$ cat config.mk
export PLATFORM = sky130hd
export DESIGN_NAME = mcu_gpio_sw_responder
export DESIGN_NICKNAME = d
export VERILOG_FILES = /design/src/rtl/mcu_gpio_sw_responder.sv
export SDC_FILE = /design/constraint.sdc
export NUM_CORES = 1
export LEC_CHECK = 0
export CAP_MARGIN = 0
export CORE_ASPECT_RATIO = 1.2
export CORE_MARGIN = 1.5
export CORE_UTILIZATION = 49
export CTS_BUF_LIST = sky130_fd_sc_hd__clkbuf_16
export CTS_CLUSTER_SIZE = 14
export DETAILED_ROUTE_END_ITERATION = 6
export GPL_TIMING_DRIVEN = 0
export MAX_ROUTING_LAYER = met4
export PLACE_DENSITY = 0.76
export SKIP_LAST_GASP = 1
export SLEW_MARGIN = 20
export SYNTH_ARGS = -nofsm -noshare
export SYNTH_HDL_FRONTEND = slang
export SYNTH_SLANG_ARGS = --single-unit
$ cat constraint.sdc
create_clock -name ppm_clk -period 3.1 [get_ports ppm_clk]
set_input_delay 0.62 -clock ppm_clk [delete_from_list [all_inputs] [get_ports ppm_clk]]
set_output_delay 0.62 -clock ppm_clk [all_outputs]
set_load 0.01 [all_outputs]
$ cat src/rtl/mcu_gpio_sw_responder.sv
// Fabric responder for the MCU's bit-banged single-wire register protocol on GPIO_H0.
// Optional presence pulse after a frame reset: define SWR_PRESENCE_EN.
module mcu_gpio_sw_responder #(
   parameter int unsigned RST_CYC  = 480,
   parameter int unsigned BIT_THR  = 60,
   parameter int unsigned HOLD_CYC = 90,
   parameter int unsigned CNT_W    = 16
) (
   input  logic       ppm_clk,
   input  logic       rst,
   input  logic       mcu_out,
   input  logic       mcu_oe_n,
   output logic       mcu_in,
   output logic       wr_valid,
   output logic [6:0] wr_addr,
   output logic [7:0] wr_data,
   output logic       rd_req,
   output logic [6:0] rd_addr,
   input  logic [7:0] rd_data
);

   localparam logic [2:0] ST_IDLE  = 3'd0;
   localparam logic [2:0] ST_CMD   = 3'd1;
   localparam logic [2:0] ST_WDATA = 3'd2;
   localparam logic [2:0] ST_RLOAD = 3'd3;
   localparam logic [2:0] ST_RDATA = 3'd4;
`ifdef SWR_PRESENCE_EN
   localparam logic [2:0] ST_PRES  = 3'd5;
   localparam logic [CNT_W-1:0] PRES_ON  = CNT_W'(14);
   localparam logic [CNT_W-1:0] PRES_END = CNT_W'(134);
`endif

   localparam logic [CNT_W-1:0] CNT_MAX  = '1;
   localparam logic [CNT_W-1:0] RST_LIM  = CNT_W'(RST_CYC);
   localparam logic [CNT_W-1:0] BIT_LIM  = CNT_W'(BIT_THR);
   localparam logic [CNT_W-1:0] HOLD_LIM = CNT_W'(HOLD_CYC);

   logic             mcu_low;
   logic [1:0]       sync_q;
   logic             s_low, s_prev_q, rise, fall;
   logic [CNT_W-1:0] cnt_q;
   logic             rst_len, bit_val, fall_bit;
   logic [7:0]       byte_w;

   logic [2:0]       state_q, state_d;
   logic [7:0]       shreg_q, shreg_d;
   logic [2:0]       bitcnt_q, bitcnt_d;
   logic [6:0]       addr_q, addr_d;
   logic             slot_q, slot_d;
   logic             pull_q, pull_d;
   logic [CNT_W-1:0] timer_q, timer_d;
   logic             mcu_in_q;
   logic             wr_valid_q, wr_valid_d;
   logic [6:0]       wr_addr_q, wr_addr_d;
   logic [7:0]       wr_data_q, wr_data_d;
   logic             rd_req_q, rd_req_d;
   logic [6:0]       rd_addr_q, rd_addr_d;

   assign mcu_low = ~mcu_oe_n & ~mcu_out;
   assign s_low   = sync_q[1];
   assign rise    = s_low & ~s_prev_q;
   assign fall    = ~s_low & s_prev_q;
   assign rst_len = (cnt_q >= RST_LIM);
   assign bit_val = (cnt_q < BIT_LIM);
   assign byte_w  = {bit_val, shreg_q[7:1]};

`ifdef SWR_PRESENCE_EN
   // A low that began during the presence pulse is never decoded as a bit.
   logic ign_q;
   always_ff @(posedge ppm_clk or posedge rst) begin
      if (rst)       ign_q <= 1'b0;
      else if (rise) ign_q <= (state_q == ST_PRES);
   end
   assign fall_bit = fall & ~rst_len & ~ign_q;
`else
   assign fall_bit = fall & ~rst_len;
`endif

   always_ff @(posedge ppm_clk or posedge rst) begin
      if (rst) begin
         sync_q   <= '0;
         s_prev_q <= 1'b0;
         cnt_q    <= '0;
      end else begin
         sync_q   <= {sync_q[0], mcu_low};
         s_prev_q <= s_low;
         if (rise)
            cnt_q <= CNT_W'(1);
         else if (s_low && cnt_q != CNT_MAX)
            cnt_q <= cnt_q + CNT_W'(1);
      end
   end

   always_comb begin
      state_d    = state_q;
      shreg_d    = shreg_q;
      bitcnt_d   = bitcnt_q;
      addr_d     = addr_q;
      slot_d     = slot_q;
      pull_d     = pull_q;
      timer_d    = timer_q;
      wr_valid_d = 1'b0;
      wr_addr_d  = wr_addr_q;
      wr_data_d  = wr_data_q;
      rd_req_d   = 1'b0;
      rd_addr_d  = rd_addr_q;

      if (fall && rst_len) begin
         pull_d   = 1'b0;
         bitcnt_d = '0;
         slot_d   = 1'b0;
`ifdef SWR_PRESENCE_EN
         timer_d  = '0;
         state_d  = ST_PRES;
`else
         state_d  = ST_CMD;
`endif
      end else begin
         case (state_q)
            ST_CMD: begin
               if (fall_bit) begin
                  shreg_d  = byte_w;
                  bitcnt_d = bitcnt_q + 3'd1;
                  if (bitcnt_q == 3'd7) begin
                     addr_d = byte_w[6:0];
                     if (byte_w[7]) begin
                        rd_req_d  = 1'b1;
                        rd_addr_d = byte_w[6:0];
                        state_d   = ST_RLOAD;
                     end else begin
                        state_d   = ST_WDATA;
                     end
                  end
               end
            end
            ST_WDATA: begin
               if (fall_bit) begin
                  shreg_d  = byte_w;
                  bitcnt_d = bitcnt_q + 3'd1;
                  if (bitcnt_q == 3'd7) begin
                     wr_valid_d = 1'b1;
                     wr_addr_d  = addr_q;
                     wr_data_d  = byte_w;
                     state_d    = ST_IDLE;
                  end
               end
            end
            ST_RLOAD: begin
               shreg_d  = rd_data;
               bitcnt_d = '0;
               slot_d   = 1'b0;
               state_d  = ST_RDATA;
            end
            ST_RDATA: begin
               if (pull_q) begin
                  if (timer_q == '0) pull_d  = 1'b0;
                  else               timer_d = timer_q - CNT_W'(1);
               end
               // Slot ends once both the MCU and our own hold have released the line.
               if (rise) begin
                  slot_d = 1'b1;
                  if (!shreg_q[0]) begin
                     pull_d  = 1'b1;
                     timer_d = HOLD_LIM - CNT_W'(1);
                  end
               end else if (slot_q && !s_low && !pull_q) begin
                  slot_d   = 1'b0;
                  shreg_d  = {1'b0, shreg_q[7:1]};
                  bitcnt_d = bitcnt_q + 3'd1;
                  if (bitcnt_q == 3'd7) state_d = ST_IDLE;
               end
            end
`ifdef SWR_PRESENCE_EN
            ST_PRES: begin
               timer_d = timer_q + CNT_W'(1);
               if (timer_q == PRES_ON) pull_d = 1'b1;
               if (timer_q == PRES_END) begin
                  pull_d  = 1'b0;
                  state_d = ST_CMD;
               end
            end
`endif
            default: ;
         endcase
      end
   end

   always_ff @(posedge ppm_clk or posedge rst) begin
      if (rst) begin
         state_q    <= ST_IDLE;
         shreg_q    <= '0;
         bitcnt_q   <= '0;
         addr_q     <= '0;
         slot_q     <= 1'b0;
         pull_q     <= 1'b0;
         timer_q    <= '0;
         mcu_in_q   <= 1'b1;
         wr_valid_q <= 1'b0;
         wr_addr_q  <= '0;
         wr_data_q  <= '0;
         rd_req_q   <= 1'b0;
         rd_addr_q  <= '0;
      end else begin
         state_q    <= state_d;
         shreg_q    <= shreg_d;
         bitcnt_q   <= bitcnt_d;
         addr_q     <= addr_d;
         slot_q     <= slot_d;
         pull_q     <= pull_d;
         timer_q    <= timer_d;
         mcu_in_q   <= ~(mcu_low | pull_q);
         wr_valid_q <= wr_valid_d;
         wr_addr_q  <= wr_addr_d;
         wr_data_q  <= wr_data_d;
         rd_req_q   <= rd_req_d;
         rd_addr_q  <= rd_addr_d;
      end
   end

   assign mcu_in   = mcu_in_q;
   assign wr_valid = wr_valid_q;
   assign wr_addr  = wr_addr_q;
   assign wr_data  = wr_data_q;
   assign rd_req   = rd_req_q;
   assign rd_addr  = rd_addr_q;

endmodule

=== Yosys cells after proc, flatten, opt, wreduce, memory -nomap -nowiden ===
Index checks and enable logic that the tools add are counted.

* $add $sub $neg: 3
* Magnitude comparators: 2
* Eq/ne operators: 16
* Muxes and demuxes: 43
* Bitwise gates (word level): 12
* Reduce and logical (&&, ||, !) cells: 22

{| class="wikitable"
|+ Operators with widths
! cell !! count
|-
| $mux 16 || 6
|-
| $mux 3 || 11
|-
| $mux 8 || 3
|-
| $pmux 8 s3 || 1
|-
| $mux 1 || 19
|-
| $add 16x1->16 const B || 1
|-
| $ge 16x9->1 const B || 1
|-
| $logic_not 16->1 || 1
|-
| $lt 16x6->1 const B || 1
|-
| $ne 16x16->1 const B || 1
|-
| $sub 16x1->16 const B || 1
|-
| $ne 3x3->1 const B || 5
|-
| $pmux 3 s4 || 1
|-
| $reduce_and 4->1 || 3
|-
| $reduce_and 5->1 || 2
|-
| $pmux 3 s3 || 1
|-
| $not 1->1 || 7
|-
| $eq 3x2->1 const B || 2
|-
| $eq 3x3->1 const B || 2
|-
| $reduce_and 6->1 || 1
|-
| $reduce_bool 3->1 || 2
|-
| $reduce_bool 5->1 || 1
|-
| $and 1x1->1 || 4
|-
| $logic_and 1x1->1 || 4
|-
| 13 further kinds || 17
|}

* Bits in registers: 83
* Bits of input ports: 12
* Output and inout port bits: 25
* Logic and storage cells: 114

=== Logic depth before layout (Yosys ltp) ===
Gate-level depths: netlist of the first run.

* Depth after elaboration: 7
* Gate-level depth with buffers: 9
* Mapped depth without buffers: 7

=== Worst setup path before layout of the first run ===
No wires, ideal clock.

* Path kind: reg2reg
* From: reg timer_q[4]
* To: reg timer_q[12]
* Library setup time: 78 ps
* Data arrival time: 2291 ps
* Required time: 3022 ps
* Slack: 731 ps
* Cell stages (with the launch flop): 6
* Path buffers: 0
* Period minus slack after synthesis: 2369 ps
* Cells stage by stage: dfrtp_1 > or4_4 > or2_4 > or4_4 > or4_1 > a21oi_1

* Word-level cells in the longest chain between the ends: 5
* Elaborated cells on any way between the ends: 6
* Classes of those cells: add/sub: 1; mux: 4; reduce/logical: 1

{| class="wikitable"
|+ Ends and longest elaborated chain
! item !! line !! RTL
|-
| start: declaration || 51 || <nowiki>logic [CNT_W-1:0] timer_q, timer_d;</nowiki>
|-
| start signal: assignment || 210 || <nowiki>timer_q <= timer_d;</nowiki>
|-
| $sub 16x1->16 / $logic_not 16->1 (equally long branches) || 157, 156 ||
|-
| $mux 16 * || 156 || <nowiki>if (timer_q == '0) pull_d = 1'b0;</nowiki>
|-
| $mux 16 * || 155 || <nowiki>if (pull_q) begin</nowiki>
|-
| $mux 16 || 162 || <nowiki>if (!shreg_q[0]) begin</nowiki>
|-
| $mux 16 * || 160 || <nowiki>if (rise) begin</nowiki>
|}

Mark *: on every way between the ends. The rest lies on a longest branch, timed or not.
A chain may end at the register's enable or synchronous reset.

=== Final worst setup path of the first run ===
* From: reg cnt_q[12]
* To: reg wr_data_q[0], in the netlist wr_data[0]

* Word-level cells in the longest chain between the ends: 4
* Elaborated cells on any way between the ends: 6
* Classes of those cells: order compare: 1; bitwise: 3; reduce/logical: 2

{| class="wikitable"
|+ Ends and longest elaborated chain
! item !! line !! RTL
|-
| start: declaration || 41 || <nowiki>logic [CNT_W-1:0] cnt_q;</nowiki>
|-
| start signal: assignment || 90 || <nowiki>cnt_q <= cnt_q + CNT_W'(1);</nowiki>
|-
| $ge 16x9->1 * || 63 || <nowiki>assign rst_len = (cnt_q >= RST_LIM);</nowiki>
|-
| $not 1->1 / $logic_and 1x1->1 (equally long branches) || 76, 108 ||
|-
| $and 1x1->1 / $not 1->1 (equally long branches) || - ||
|-
| $reduce_and 4->1 (no line) * || - ||
|-
| end signal: assignment || 214 || <nowiki>wr_data_q <= wr_data_d;</nowiki>
|-
| end: declaration || 55 || <nowiki>logic [7:0] wr_data_q, wr_data_d;</nowiki>
|}

Marked as above.

==> flow_summary.yaml, run 1 <==
run_status:
  status: "complete, no violations"
clock_tree:
  cts_made_buffers: 9
  cts_setup_buffers: 0
  cts_tree: "yes"
  clk_pin_slew_ps: 60
  cts_hold_buf: 0
  cts_buffer_depth: 2
  htreeDepth: 3
  clkSinkCount: 83
  post_cts_resized: 0
  worstSkewPairLatency_ps: 330
  cts_root_buffer: "clkbuf_16"
final_layout:
  diodes: 0
  mostFrequentLayoutCell: "dfrtp_1"
  drive_above_1_share: 0.2024
  final_cell_mix: "dfrtp_1, mux2_2, clkdlybuf4s50_1"
  syn_to_final_growth_pct: 21.97
  layout.nets: 428
  post-route-util: 0.6257
  fin_area_um2: 4877
  final_cells: 507
timing:
  fmax_mhz: 360.9
  rsz0062_at_grt: "no"
  period_share: 0.8938
  final_hold_viol_count: 0
  final_max_slew_viol_count: 0
  whs_ps: 348.7
  finClkSkew_ps: 6.377
  post-route-min-period_ps: 2771
  tns_ps: 0
  setup_ws_ps: 329.3
  setup_viol: 0
  tightest_slew_ps: 785.2
  slew_headroom: 0.4722
synth:
  synth_cell_types: 55
  async_flop_share: 1.000
  synthFlopType: "dfrtp_1"
  ys_warn_count: 0
  syn_area_um2: 3999
  synth_edf_count: 0
  synth-seq-cells: 83
  netlist_instances: 362
  ys_seq_area_frac: 0.5197
  syn_avg_cell_area_um2: 11.05
  syn-num-nets: 380
setup_path:
  reg2reg_from: "cnt_q[12]"
  critPathSlowestCell: "or4b_2"
  reg2reg_depth: 6
  critPathArrivalTime_ps: 2980
  required_ps: 3310
  critPathMaxStageDelay_ps: 640
  r2r-end: "wr_data[0]"
  critical_path_class: "reg -> reg"
  cp_max_fo: 10
  timing.reg2reg.setup_slack_ps: 330
  critical_path.top_delay_family: "simple AND/OR/NAND/NOR gates"
  crit_cells: 6
  setup.worst_path.end: "wr_data[0]"
  cp_cell_sequence: "nor4_2, nand4_1, or4b_2, clkbuf_1, buf_2, mux2_2"
  crit_path_start_kind: "flip-flop"
  crit_path_start: "cnt_q[12]"
  cp_num_buf_inv: 2
  critPathCaptureType: "flip-flop"
floorplan:
  die_w_um: 85.47
  die_area_um2: 8714
  initial_core_util: 0.5130
  die_h_um: 102.0
  io-pin-count: 37
  row_count: 35
  coreArea_um2: 7795
route:
  dr_total_vias: 2905
  drtPass1Iterations: 6
  via_per_inst: 5.730
  detail-route-antenna-nets: 0
  post-route-drc-count: 0
  wire_per_inst_um: 16.24
  drt_iter0_drc: 159
  wirelength_um: 8233
power:
  vdd.ir_drop.worst_mv: 0.3506
  power_leakage_nw: 2.251
  p_per_area_nw_per_um2: 505.7
  power.total_mw: 2.467
placement:
  place_congestion: 0.8253
  port-buffer-count: 36
  place_area_um2: 4511
  dp.cells: 491
  post-place-ws_ps: 330.8
  dpl.hpwl_um: 5593
global_route:
  grt_usage: 0.2133
  grt_pass1_vias: 2935
  grt_max_degree: 50
  grt.overflow.total: 0
  grt_pass1_wl_um: 14180
  antenna_found_initial: 0
min_path:
  hold_class: "reg -> reg"
run:
  drv_cap: 0
## layer usage
layer  up-vias  track usage  part of all wire
met4         0      0.08189             0.014
met3         9      0.02666             0.024
met5         -            -                 0
li1       1407            -                 -
met2        57       0.3610              0.51
met1      1432       0.2628              0.45
## cell type report
| class | instances | area (µm²) |
|---|---|---|
| plain buffers | 14 | 70.07 |
| clock buffers | 9 | 225.2 |
| clock inverters | 7 | 141.4 |
| fillers | 624 | 2918 |
| inverters | 12 | 47.55 |
| multi-input cells | 253 | 1812 |
| flip-flops and latches | 83 | 2078 |
| well taps | 92 | 115.1 |
| repair buffers | 37 | 387.9 |
## worst min-delay path by stage
| stage | start | end | slack, ps | depth (start not counted) |
|---|---|---|---|---|
| floorplan | sync_q[0] | sync_q[1] | 330 | 0 |
| global placement | sync_q[0] | sync_q[1] | 330 | 0 |
| detailed placement | sync_q[0] | sync_q[1] | 340 | 0 |
| CTS | sync_q[0] | sync_q[1] | 350 | 0 |
| global route | sync_q[0] | sync_q[1] | 350 | 0 |
| finish | sync_q[0] | sync_q[1] | 350 | 0 |
## registers in the layout, summed over array words and instances, names as in the netlist
register  cells
cnt_q        16
timer_q      16
shreg_q       8
wr_data       8
addr_q        7
rd_addr       7
wr_addr       7
bitcnt_q      3
state_q       3
sync_q        2
mcu_in        1
pull_q        1
rd_req        1
s_prev_q      1
slot_q        1
wr_valid      1
## power breakdown
part,internal (mW),switching [mW]
logic,0.0271,0.0410
registers,1.09,0.0119
clock network,0.868,0.425
total,1.99,0.478
## cells by family (layout without fill, tap and decap cells)
group	count (synthesis)	in the layout	share of synthesized area
mux	43	43	0.1211
buf+inv	26	79	0.02879
flops	83	83	0.5197
fa+ha+maj	6	6	0.01877
simple gates	132	132	0.1887
xor+xnor	17	17	0.03724
compound gates	55	55	0.08573
## cells in the mapped netlist, types with 3 or more instances
cell	number	area, µm²
nand4_1	8	50.05
nand3b_1	4	30.03
o211ai_1	3	22.52
nor2b_1	3	18.77
or3_2	3	22.52
inv_1	12	45.04
nor2_1	28	105.1
nand2_1	28	105.1
nand3_1	6	30.03
and4_1	3	26.28
o21ai_0	14	70.07
clkbuf_1	8	30.03
o31ai_1	3	22.52
nor4_1	5	31.28
nor3_1	11	55.05
ha_1	6	75.07
xnor2_1	9	78.83
nor4b_1	3	26.28
mux2_2	43	484.2
xor2_1	8	70.07
o22ai_1	3	18.77
a21oi_1	17	85.08
or3_1	7	43.79
dfrtp_1	82	2052
No activity file was read; power rests on OpenSTA's default activity.
==> inputs of run 2 (changes only) <==
--- a/config.mk
+++ b/config.mk
@@ -14,7 +14,7 @@
 export DETAILED_ROUTE_END_ITERATION = 6
 export GPL_TIMING_DRIVEN = 0
 export MAX_ROUTING_LAYER = met4
-export PLACE_DENSITY = 0.76
+export PLACE_DENSITY_LB_ADDON = 0.3
 export SKIP_LAST_GASP = 1
 export SLEW_MARGIN = 20
 export SYNTH_ARGS = -nofsm -noshare
==> flow_summary.yaml, run 2 (same netlist as run 1, synthesis figures left out) <==
global_route:
  grt_usage: 0.2181
  antenna_found_initial: 0
  grt_pass1_vias: 2992
  grt_max_degree: 60
  grt.overflow.total: 0
  grt_pass1_wl_um: 14480
setup_path:
  critical_path_class: "reg -> reg"
  crit_path_start_kind: "flip-flop"
  critPathCaptureType: "flip-flop"
  required_ps: 3320
  cp_max_fo: 10
  critPathArrivalTime_ps: 3020
final_layout:
  syn_to_final_growth_pct: 20.37
  diodes: 0
  layout.nets: 428
  drive_above_1_share: 0.2024
  reg_top3: "cnt_q (16), timer_q (16)"
  mostFrequentLayoutCell: "dfrtp_1"
  final_cell_mix: "dfrtp_1, mux2_2, clkdlybuf4s50_1"
route:
  top_layer: "met4"
  detail-route-antenna-nets: 0
  wirelength_met1_um: 3592
  via_per_inst: 5.730
  dr_total_vias: 2905
  wl_met2_um: 4265
  drt_iter0_drc: 184
  dr_wl_met3_um: 333
  wire_per_inst_um: 16.39
  wirelength_um: 8312
  drtPass1Iterations: 6
  post-route-drc-count: 1
clock_tree:
  cts_tree: "yes"
  cts_setup_buffers: 0
  cts_made_buffers: 9
  clk_pin_slew_ps: 60
  worstSkewPairLatency_ps: 340
  cts_root_buffer: "clkbuf_16"
  post_cts_resized: 0
  cts_buffer_depth: 2
  clkSinkCount: 83
  htreeDepth: 3
  cts_hold_buf: 0
timing:
  fmax_mhz: 357.5
  final_max_slew_viol_count: 0
  whs_ps: 363.3
  finClkSkew_ps: 7.168
  post-route-min-period_ps: 2797
  setup_viol: 0
  final_hold_viol_count: 0
  slew_headroom: 0.4616
  tightest_slew_ps: 803.2
  period_share: 0.9024
  rsz0062_at_grt: "no"
run_status:
  status: "finished, violations left"
  violations: "design-rule violations"
floorplan:
  die_area_um2: 8714
  io-pin-count: 37
  initial_core_util: 0.5130
  row_count: 35
  die_w_um: 85.47
  die_h_um: 102.0
  coreArea_um2: 7795
min_path:
  hold_class: "reg -> reg"
power:
  power_leakage_nw: 2.215
  p_per_area_nw_per_um2: 469.2
  power.total_mw: 2.258
  vdd.ir_drop.worst_mv: 0.3868
placement:
  place_congestion: 0.8358
  dpl.hpwl_um: 5628
  port-buffer-count: 36
run:
  drv_cap: 0
==> run 2: cell count changes in the layout (fill, tap and decap cells not counted) <==
cell | before | now
bufinv_16 | 4 | 1
clkinv_4 | 2 | 1
clkinvlp_4 | 0 | 2
inv_6 | 0 | 1
inv_8 | 0 | 1
==> run 2: final timing paths <==
kind	slack, ps	cells past startpoint	from	end
setup / recovery	300	8	bitcnt_q[0]	wr_data[1]
hold / removal	360	0	sync_q[0]	sync_q[1]
setup reg to reg	300	8	bitcnt_q[0]	wr_data[1]
hold reg to reg	360	0	sync_q[0]	sync_q[1]
max in group asynchronous	1900	3	rst	timer_q[12]
min in group asynchronous	600	2	rst	wr_addr[6]
==> run 2: per-stage QoR <==
stage | setup TNS [ps] | cell area (µm²) | utilization | instances | setup slack, ps
2_1_floorplan | 0 | 3999 | - | 362 | 344.9
3_3_place_gp | -73910 | 4474 | 0.5740 | 490 | -905.5
3_5_place_dp | 0 | 4511 | 0.5787 | 491 | 331.2
4_1_cts | 0 | 4813 | 0.6175 | 507 | 318.3
5_1_grt | 0 | 4813 | 0.6175 | 507 | 140.0
6_report | 0 | 4813 | 0.6175 | 507 | 302.7
==> run 2: metal layers <==
metal | global-route usage | up-vias
li1 | - | 1401
met1 | 0.2712 | 1440
met2 | 0.3531 | 56
met3 | 0.05089 | 8
met4 | 0.07444 | 0
met5 | - | -
==> run 2: layout make-up <==
class                      instances  area, µm²
fill                             628       2982
sequential                        83       2078
multi-input combinational        253       1812
timing repair buffer              37      387.9
clock buffer                       9      225.2
tap                               92      115.1
clock inverter                     7      77.57
buffer                            14      70.07
inverter                          12      47.55
==> run 2: worst max-delay path, stage by stage, from the launching register on <==
cell and delay (ps):
dfrtp_1 380, ha_1 160, ha_1 220, and3b_1 180
nand4_1 160, or4b_2 650, clkbuf_1 310, buf_2 310
mux2_2 300
==> run 2: where the power goes <==
group | internal (mW) | switching (mW) | leakage (nW)
registers | 1.09 | 0.0119 | 1.15
logic | 0.0270 | 0.0416 | 0.922
clock network | 0.631 | 0.454 | 0.145
total | 1.75 | 0.508 | 2.22
==> inputs of run 3 (changes only) <==
--- a/config.mk
+++ b/config.mk
@@ -7,7 +7,7 @@
 export LEC_CHECK = 0
 export CAP_MARGIN = 0
 export CORE_ASPECT_RATIO = 1.2
-export CORE_MARGIN = 1.5
+export CORE_MARGIN = 5
 export CORE_UTILIZATION = 49
 export CTS_BUF_LIST = sky130_fd_sc_hd__clkbuf_16
 export CTS_CLUSTER_SIZE = 14
==> flow_summary.yaml, run 3 (same netlist as run 1, synthesis figures left out) <==
final_layout:
  fin_area_um2: 4816
  layout.nets: 428
  diodes: 0
  final_cell_mix: "dfrtp_1, mux2_2, clkdlybuf4s50_1"
  reg_top3: "cnt_q (16), timer_q (16)"
  regArea_um2: 2078
  mostFrequentLayoutCell: "dfrtp_1"
  n_fill_cell: 649
  multi_input_area_um2: 1812
  syn_to_final_growth_pct: 20.43
  drive_above_1_share: 0.2024
global_route:
  grt_pass1_wl_um: 14870
  globalRouteMet2Util: 0.3178
  grt.overflow.total: 0
  grt_util_met3: 0.03796
  grt_max_degree: 59
  top_usage_layer: "met2"
  antenna_found_initial: 0
  met1_usage: 0.2296
  grt_pass1_vias: 3065
  grt_usage: 0.1919
route:
  wire_per_inst_um: 16.61
  wirelength_um: 8470
  drt_iter0_drc: 204
  detail-route-antenna-nets: 0
  drtPass1Iterations: 4
  post-route-drc-count: 0
  dr_total_vias: 2938
  via_per_inst: 5.761
setup_path:
  critical_path_class: "reg -> reg"
  critPathMaxStageDelay_ps: 640
  cp_num_buf_inv: 2
  reg2reg_depth: 8
  critical_path.top_delay_family: "simple AND/OR/NAND/NOR gates"
  required_ps: 3320
  critPathSlowestCell: "or4b_2"
  crit_path_start_kind: "flip-flop"
  critPathCaptureType: "flip-flop"
  critPathArrivalTime_ps: 2960
  cp_max_fo: 10
  cp_common_cell: "ha_1"
  r2r-end: "wr_addr[6]"
  reg2reg_from: "bitcnt_q[0]"
  crit_path_start: "bitcnt_q[0]"
  cp_cell_sequence: "ha_1, ha_1, and3b_1, nand4_1, or4b_2, clkbuf_1, buf_2, mux2_2"
  timing.reg2reg.setup_slack_ps: 360
clock_tree:
  cts_buffer_depth: 2
  cts_made_buffers: 9
  cts_tree: "yes"
  clkSinkCount: 83
  cts_setup_buffers: 0
  htreeDepth: 3
  cts_hold_buf: 0
  worstSkewPairLatency_ps: 340
  post_cts_resized: 0
  clk_pin_slew_ps: 60
  cts_root_buffer: "clkbuf_16"
power:
  clkPwrFrac: 0.479
  p_sw_frac: 0.2238
  power.share.combinational: 0.030
  power_leakage_nw: 2.214
  power.total_mw: 2.252
  seqPwrFrac: 0.491
  p_per_area_nw_per_um2: 467.6
  p_sw_mw: 0.5041
  intPower_mw: 1.748
  vdd.ir_drop.worst_mv: 0.3388
timing:
  setup_ws_ps: 362.1
  finClkSkew_ps: 4.584
  tns_ps: 0
  post-route-min-period_ps: 2738
  fmax_mhz: 365.2
  setup_viol: 0
  final_hold_viol_count: 0
  final_max_slew_viol_count: 0
  rsz0062_at_grt: "no"
  tightest_slew_ps: 795.9
  slew_headroom: 0.4665
  period_share: 0.8832
floorplan:
  initial_core_util: 0.4960
  die_area_um2: 10080
  die_h_um: 109.0
  die_w_um: 92.47
  row_count: 36
  coreArea_um2: 8063
  io-pin-count: 37
placement:
  place_congestion: 0.9165
  place_area_um2: 4508
  port-buffer-count: 36
  post-place-ws_ps: 375.3
  dpl.hpwl_um: 5804
run:
  drv_cap: 0
min_path:
  hold_depth: 0
  hold_start: "sync_q[0]"
  worst_hold_path.endpoint: "sync_q[1]"
  hold_class: "reg -> reg"
run_status:
  status: "complete, no violations"
## run 3: changes by cell type in the layout (fill, tap and decap cells not counted), sizes merged
cell / delta
clkinv: +3
inv: -2
clkinvlp: -1
## run 3: power groups by stage
stage	Sequential, mW	Combinational (mW)	Clock, mW
final	1.11	0.0683	1.08
after global routing	1.11	0.0769	1.14
after global placement	1.12	0.0630	0
after floorplan	1.12	0.0374	0
after detailed placement	1.13	0.0701	0
after CTS	1.11	0.0707	1.09
## run 3: worst max path at each step
stage / end / slack, ps / cells after the start
floorplan: addr_q[0] / 340 / 1
global placement: timer_q[12] / -910 / 2
detailed placement: wr_addr[6] / 380 / 8
CTS: wr_addr[6] / 370 / 8
global route: wr_data[2] / 200 / 8
finish: wr_addr[6] / 360 / 8
## run 3: metal layers
layer,vias up,share of wire
li1,1399,-
met2,59,0.50
met3,16,0.039
met4,0,0.021
met5,-,0
met1,1464,0.44
## run 3: final cells by class
cell class / instances / share of cell area
Buffer: 14 / 0.01455
Timing Repair Buffer: 37 / 0.08054
Sequential cell: 83 / 0.4315
Tap cell: 95 / 0.02468
Clock inverter: 7 / 0.01585
Clock buffer: 9 / 0.04677
Multi-Input combinational cell: 253 / 0.3762
Inverter: 12 / 0.009873
## run 3: per-stage QoR
step | hold WS, ps | cells | util
floorplan | 331.2 | 362 | -
global placement | 337.0 | 493 | 0.5554
detailed placement | 336.4 | 494 | 0.5591
CTS | 359.8 | 510 | 0.5965
global route | 374.4 | 510 | 0.5973
finish | 353.6 | 510 | 0.5973
